<file path="src/rtl/qpp_addr_gen.sv">
// LTE QPP interleaver address counter: sequential index or f(i) = (F1*i + F2*i^2) mod K, built from adders only.
// Optional range checker enabled by defining ILV_ADDR_CHECK_EN; otherwise addr_err is tied low.
module qpp_addr_gen #(
    parameter int AW   = 13,
    parameter int K0   = 1056,
    parameter int F1_0 = 17,
    parameter int F2_0 = 66,
    parameter int K1   = 6144,
    parameter int F1_1 = 263,
    parameter int F2_1 = 480
) (
    input  logic          clk,
    input  logic          reset,
    input  logic          ctr_re,
    input  logic          ctr_en,
    input  logic          ctr_blk,
    input  logic          pmode,
    output logic [AW-1:0] addr,
    output logic [AW-1:0] idx,
    output logic          ctr_finish,
    output logic          addr_err
);
    // state | meaning
    // CLEAR | restarted, element 0 presented, nothing consumed yet
    // RUN   | consuming elements
    // DONE  | all K elements consumed, counters frozen on the last element
    typedef enum logic [1:0] {CLEAR = 2'd0, RUN = 2'd1, DONE = 2'd2} state_t;

    localparam logic [AW-1:0] G0_0 = AW'((F1_0 + F2_0) % K0);
    localparam logic [AW-1:0] G0_1 = AW'((F1_1 + F2_1) % K1);
    localparam logic [AW-1:0] D_0  = AW'((2 * F2_0) % K0);
    localparam logic [AW-1:0] D_1  = AW'((2 * F2_1) % K1);

    state_t        r_state, w_state_nxt;
    logic          r_blk, w_blk_nxt;
    logic [AW-1:0] r_i, w_i_nxt;
    logic [AW-1:0] r_f, w_f_nxt;
    logic [AW-1:0] r_g, w_g_nxt;
    logic [AW-1:0] w_k, w_d;
    logic          w_adv, w_last;

    // Both operands are already reduced below k, so one conditional subtract suffices.
    function automatic logic [AW-1:0] mod_add(input logic [AW-1:0] a, input logic [AW-1:0] b,
                                              input logic [AW-1:0] k);
        logic [AW:0] s;
        s = {1'b0, a} + {1'b0, b};
        if (s >= {1'b0, k})
            s = s - {1'b0, k};
        return s[AW-1:0];
    endfunction

    assign w_k    = r_blk ? AW'(K1) : AW'(K0);
    assign w_d    = r_blk ? D_1 : D_0;
    assign w_adv  = !ctr_re && ctr_en && (r_state != DONE);
    assign w_last = (r_i == w_k - AW'(1));

    always_ff @(posedge clk or posedge reset) begin
        if (reset) begin
            r_state <= CLEAR;
            r_blk   <= 1'b0;
            r_i     <= '0;
            r_f     <= '0;
            r_g     <= G0_0;
        end else begin
            r_state <= w_state_nxt;
            r_blk   <= w_blk_nxt;
            r_i     <= w_i_nxt;
            r_f     <= w_f_nxt;
            r_g     <= w_g_nxt;
        end
    end

    always_comb begin
        w_state_nxt = r_state;
        w_blk_nxt   = r_blk;
        w_i_nxt     = r_i;
        w_f_nxt     = r_f;
        w_g_nxt     = r_g;
        if (ctr_re) begin
            w_state_nxt = CLEAR;
            w_blk_nxt   = ctr_blk;
            w_i_nxt     = '0;
            w_f_nxt     = '0;
            w_g_nxt     = ctr_blk ? G0_1 : G0_0;
        end else if (w_adv) begin
            // The last element is held on the outputs rather than stepping past K-1.
            if (w_last) begin
                w_state_nxt = DONE;
            end else begin
                w_state_nxt = RUN;
                w_i_nxt     = r_i + AW'(1);
                w_f_nxt     = mod_add(r_f, r_g, w_k);
                w_g_nxt     = mod_add(r_g, w_d, w_k);
            end
        end
    end

    assign addr       = pmode ? r_f : r_i;
    assign idx        = r_i;
    assign ctr_finish = (r_state == DONE);

`ifdef ILV_ADDR_CHECK_EN
    logic r_err;
    always_ff @(posedge clk or posedge reset) begin
        if (reset)
            r_err <= 1'b0;
        else if ((r_state == RUN) && ((r_f >= w_k) || (r_i >= w_k)))
            r_err <= 1'b1;
    end
    assign addr_err = r_err;
`else
    assign addr_err = 1'b0;
`endif

endmodule

</file>
<file path="config.mk">
export PLATFORM = sky130hd
export DESIGN_NAME = qpp_addr_gen
export DESIGN_NICKNAME = d
export VERILOG_FILES = /design/src/rtl/qpp_addr_gen.sv
export SDC_FILE = /design/constraint.sdc
export NUM_CORES = 1
export LEC_CHECK = 0
export ABC_AREA = 1
export BUFFER_PORTS_ARGS = -buffer_cell sky130_fd_sc_hd__buf_2
export CAP_MARGIN = 15
export CORE_UTILIZATION = 55
export DETAILED_ROUTE_END_ITERATION = 10
export GPL_TIMING_DRIVEN = 0
export PLACE_DENSITY = 0.78
export SLEW_MARGIN = 20
export SYNTH_ARGS = -nofsm -noshare
export SYNTH_HDL_FRONTEND = slang
export SYNTH_SLANG_ARGS = --single-unit
</file>
<file path="constraint.sdc">
create_clock -name clk -period 7.3 [get_ports clk]
set_input_delay 1.46 -clock clk [delete_from_list [all_inputs] [get_ports clk]]
set_output_delay 1.46 -clock clk [all_outputs]
set_load 0.01 [all_outputs]
</file>
## Yosys cells after proc, flatten, opt, wreduce, memory -nomap -nowiden

Index checks and enable logic that the tools add are counted.

- Bits in registers: 42
- Input bits: 6
- Output and inout bits: 28
- Word-level logic and storage cells: 40

- Add/subtract/negate cells: 6
- Magnitude comparators: 2
- Equal/unequal tests: 4
- Muxes and demuxes: 18
- Reductions and logical operators: 5

Operators by type and width:

| kind | count |
|---|---|
| two-way mux 13 bit | 13 |
| greater-or-equal comparator 14 x 13 -> 1 bit | 2 |
| subtractor 13 bit | 2 |
| two-way mux 10 bit | 2 |
| adder 13 x 10 -> 14 bit | 1 |
| adder 13 x 13 -> 14 bit | 1 |
| adder 13 x 1 -> 13 bit, second input constant | 1 |
| equality test 13 bit | 1 |
| subtractor 13 x 1 -> 13 bit, second input constant | 1 |
| two-way mux 2 bit | 3 |
| != test 2 bit, second input constant | 2 |
| equality test 2 bit, second input constant | 1 |
| logical AND 1 bit | 2 |
| AND reduction 2 bit | 1 |
| nonzero test 2 bit | 1 |
| logical NOT 1 bit | 1 |

## Logic depth before layout (Yosys ltp)

- Depth after elaboration: 7
- Gate-level depth with buffers: 26
- Gate-level depth less buffers: 25

## Least setup slack after synthesis

No wires, ideal clock.

- Kind: input -> output
- From: in pmode
- To: out addr[10]
- Arrival time: 1923 ps
- Data required time: 5840 ps
- Setup slack: 3917 ps
- Stages: 2
- Path buffers: 1
- Path through: clkbuf_1 -> o21ai_0

- Word-level cells in the longest chain between the ends: 1

RTL lines:

| what | line | RTL |
|---|---|---|
| start: declaration | 17 | `input logic pmode,` |
| two-way mux 13 bit | 98 | `assign addr = pmode ? r_f : r_i;` |
| end: declaration | 18 | `output logic [AW-1:0] addr,` |

Every way passes these cells.

## Worst setup path in the final report

- From: reg r_blk
- To: reg r_g[8]

- Word-level cells in the longest chain between the ends: 7
- Elaborated cells between the ends (all ways): 13
- Those cells by class: 3 x add/sub; 1 x order compare; 2 x eq/ne; 6 x mux; 1 x reduce/logical

RTL lines:

| what | line | RTL |
|---|---|---|
| start: declaration | 35 | `logic r_blk, w_blk_nxt;` |
| start signal: assignment | 66 | `r_blk <= w_blk_nxt;` |
| two-way mux 10 bit | 53 | `assign w_d = r_blk ? D_1 : D_0;` |
| adder 13 x 10 -> 14 bit | 46 | `s = {1'b0, a} + {1'b0, b};` |
| subtractor 13 bit or greater-or-equal comparator 14 x 13 -> 1 bit (tied branches) | 48, 47 |  |
| two-way mux 13 bit | 47 | `if (s >= {1'b0, k})` |
| two-way mux 13 bit | 87 | `if (w_last) begin` |
| two-way mux 13 bit | 85 | `end else if (w_adv) begin` |
| two-way mux 13 bit | 79 | `if (ctr_re) begin` |
| end signal: assignment | 69 | `r_g <= w_g_nxt;` |
| end: declaration | 38 | `logic [AW-1:0] r_g, w_g_nxt;` |

Several ways; a longest one is shown, not always the timed one. The select of a mux whose other input is x is not followed.
A chain may end at the register's enable or synchronous reset.

==> results.toml <==
[synth]
async_flop_share_pct = 100.0
synth_ff_type = "dfrtp_1"
syn_inst = 540
ys_ff_latch = 41
syn_area_um2 = 3676
syn-mean-instance-area_um2 = 6.807
synth_nets = 576
yosys_warnings = 0
yosysSeqAreaShare_pct = 28.01
synth-edff-count = 0
synth.distinct_cells = 41

[setup_path]
cp_top_family = "simple AND/OR/NAND/NOR gates"
crit_chain = "inv_1, ha_1, ha_1, nand2_1, inv_2, nand2_2, nand2_1, a21oi_1, o21bai_1, nand3_1, xnor2_1, ha_1, nand4_1, nor2_1, nand4_1, nand3_2, buf_6, nand3_1, nand3_1, nand2_1"
crit_type = "reg -> reg"
ff2ff_path_depth = 20
rr_startpoint = "r_blk"
cp-end-kind = "register"
critPathMaxStageDelay_ns = 0.50
cp_num_buf_inv = 3
cp-start-kind = "register"
reg2reg_to = "r_g[8]"
path_max_fanout = 10
worstPathArrival_ns = 4.00
worst-r2r-setup-slack_ns = 3.50
critical_path_required_ns = 7.50
slowest_stage = "dfrtp_1"
cp_num_cells = 20

[job]
cap_violations = 0

[timing]
final.setup.tns_ns = 0
hold_violations = 0
tightestPinTransition_ns = 0.6204
final.setup_skew_ns = 0.008246
setup_viol = 0
fin_hold_ws_ns = 0.5193
max_freq_ghz = 0.2634
max_slew_margin_pct = 58.64
rsz0062_at_grt = "false"
fin_crit_sh_pct = 52.01
fin_crit_ns = 3.797
maxSlewViolCount = 0

[floorplan]
die_h_um = 83.76
die_x_um = 83.76
row_count = 29
core_um2 = 6386
io_pins = 34
initial_utilization_pct = 57.56
die_area_um2 = 7015

[drt]
finalWirelength_um = 9716
via_count = 3636
post_drt_via_cell_ratio = 5.526
drt_iter0_markers = 249
drt_pass1_iterations = 5
routedWlPerCell_um = 14.77
antenna_left = 0
drcViolationCount = 0

[clocking]
path_clk_slew_ns = 0.09
ctsHoldBuffers = 0
clkLatencyLatePin_ns = 0.31
cts-root-buf = "clkbuf_8"
cts_sinks = 41
cts_inserted_buffers = 5
cts_resized = 0
cts_tree = "done"
cts_setup_buffers = 0
h-tree-depth = 2
clockBufferDepth = 2

[hold_path]
hold_end = "r_state[0]"
hold_start = "r_state[0]"
hp-class = "reg -> reg"
hold_depth = 2

[final_layout]
nNetsFinal = 616
final_layout_size_suffix_gt1_share_pct = 14.46
diodes = 0
syn2layout_area_growth_pct = 10.59
final_cells = 658

[power]
intPower_mw = 0.7660
switching_share_pct = 51.79
seqPwrFrac_pct = 21.0
powerDensity_nw_per_um2 = 390.8
ir_drop_v = 0.0003590
combPwrFrac_pct = 66.7
p_leak_nw = 2.252
clock_power_share_pct = 12.3
p_sw_mw = 0.8228

[global_routing]
grt_max_degree = 33
grt_use_total_pct = 29.10
gr-total-overflow = 0
grt_pass1_vias = 3586
antenna_found_initial = 0
grt_pass1_wl_um = 16340

[placement]
finalWeightedCongestion = 0.9076
dp_hpwl_um = 7726
post-place-cells = 650
io_buffers = 32

[status]
status = "completed"
-- synthesized netlist by cell type, types with 2 or more instances --
library cell	n	area, um^2
nand2_1	153	574.3
inv_1	83	311.6
nand3_1	49	245.2
dfrtp_1	38	950.9
nor2_1	32	120.1
ha_1	29	362.9
o21ai_0	29	145.1
a21oi_1	14	70.07
xor2_1	13	113.9
nand4_1	12	75.07
nand2_2	11	68.82
nor3_1	7	35.03
o22ai_1	6	37.54
xnor2_1	6	52.55
clkbuf_1	5	18.77
nand3_2	5	50.05
o21bai_1	5	37.54
a22o_1	4	35.03
inv_2	4	15.01
nor2_2	4	25.02
o21ai_1	4	20.02
dfstp_2	3	78.83
a21oi_2	2	17.52
buf_2	2	10.01
buf_6	2	22.52
nor2_4	2	22.52
nor3b_1	2	15.01
-- how the worst max path moves through the flow --
stage / from / end / slack [ns]
final: r_blk / r_g[8] / 3.50
after floorplan: pmode / addr[10] / 3.92
after global placement: pmode / addr[11] / 3.59
after global routing: r_blk / r_g[8] / 3.31
after detailed placement: r_blk / r_g[8] / 3.56
after CTS: r_blk / r_g[8] / 3.54
-- cell families (layout without fill, tap and decap cells) --
kind of cell	count (synthesis)	in the layout	share of synthesized area, %
AOI/OAI and AO/OA	69	69	10.96
other	1	1	0.1020
xor gates and xnor gates	20	20	4.969
adders and majority gates	30	30	10.42
and+or+nand+nor	281	281	34.96
buffers and inverters	98	139	10.59
DFF	41	41	28.01
-- cell usage in the layout (no fill, tap or decap), drive strengths merged --
cell type,netlist,layout
a21oi,16,16
a22o,4,4
a31o,1,1
a31oi,1,1
buf,5,38
bufinv,0,1
clkbuf,5,10
clkinv,1,2
conb,1,1
dfrtp,38,38
dfstp,3,3
fa,1,1
ha,29,29
inv,87,88
nand2,165,165
nand2b,1,1
nand3,54,54
nand3b,1,1
nand4,12,12
nor2,38,38
nor3,8,8
nor3b,2,2
o2111ai,1,1
o211ai,1,1
o21ai,34,34
o21bai,5,5
o22ai,6,6
xnor2,6,6
xor2,14,14
-- power by group through the flow --
stage	Combinational [mW]	Sequential, mW	Clock, mW
2_1_floorplan	0.837	0.311	0
3_3_place_gp	1.01	0.334	0
3_5_place_dp	1.04	0.336	0
4_1_cts	1.05	0.331	0.194
5_1_grt	1.19	0.336	0.201
6_report	1.06	0.334	0.195
-- worst min-delay path: stages, from the launching register on --
cell     delay [ns]
dfrtp_1        0.35
nand3_1        0.07
nand2_1        0.07
-- routing by layer --
metal	share of wire [%]	GRT usage (%)
met1	46	39.70
met2	47	48.41
met3	4.6	3.165
met4	1.7	9.245
met5	0	0
-- stage by stage --
stage	total power, mW	instance area, um^2	setup WS [ns]	utilization [%]
after global routing	1.730	4065	3.310	63.66
after global placement	1.340	3933	3.594	61.58
final	1.589	4065	3.503	63.66
after floorplan	1.149	3676	3.917	-
after CTS	1.573	4065	3.538	63.66
after detailed placement	1.372	3953	3.558	61.89
-- final cells by class --
| class | count | area, um^2 |
|---|---|---|
| Sequential cell | 41 | 1030 |
| Multi-Input combinational cell | 401 | 2257 |
| Fill cell | 572 | 2321 |
| Clock buffer | 5 | 68.82 |
| Tap cell | 77 | 96.34 |
| Clock inverter | 3 | 43.79 |
| Buffer | 10 | 58.81 |
| Inverter | 88 | 330.3 |
| Timing Repair Buffer | 33 | 180.2 |
-- registers in the layout, summed over array words and instances, names as in the netlist --
register / cells
idx: 13
r_f: 13
r_g: 12
r_state: 2
r_blk: 1
Note: power is estimated with default switching activity, not from simulation.
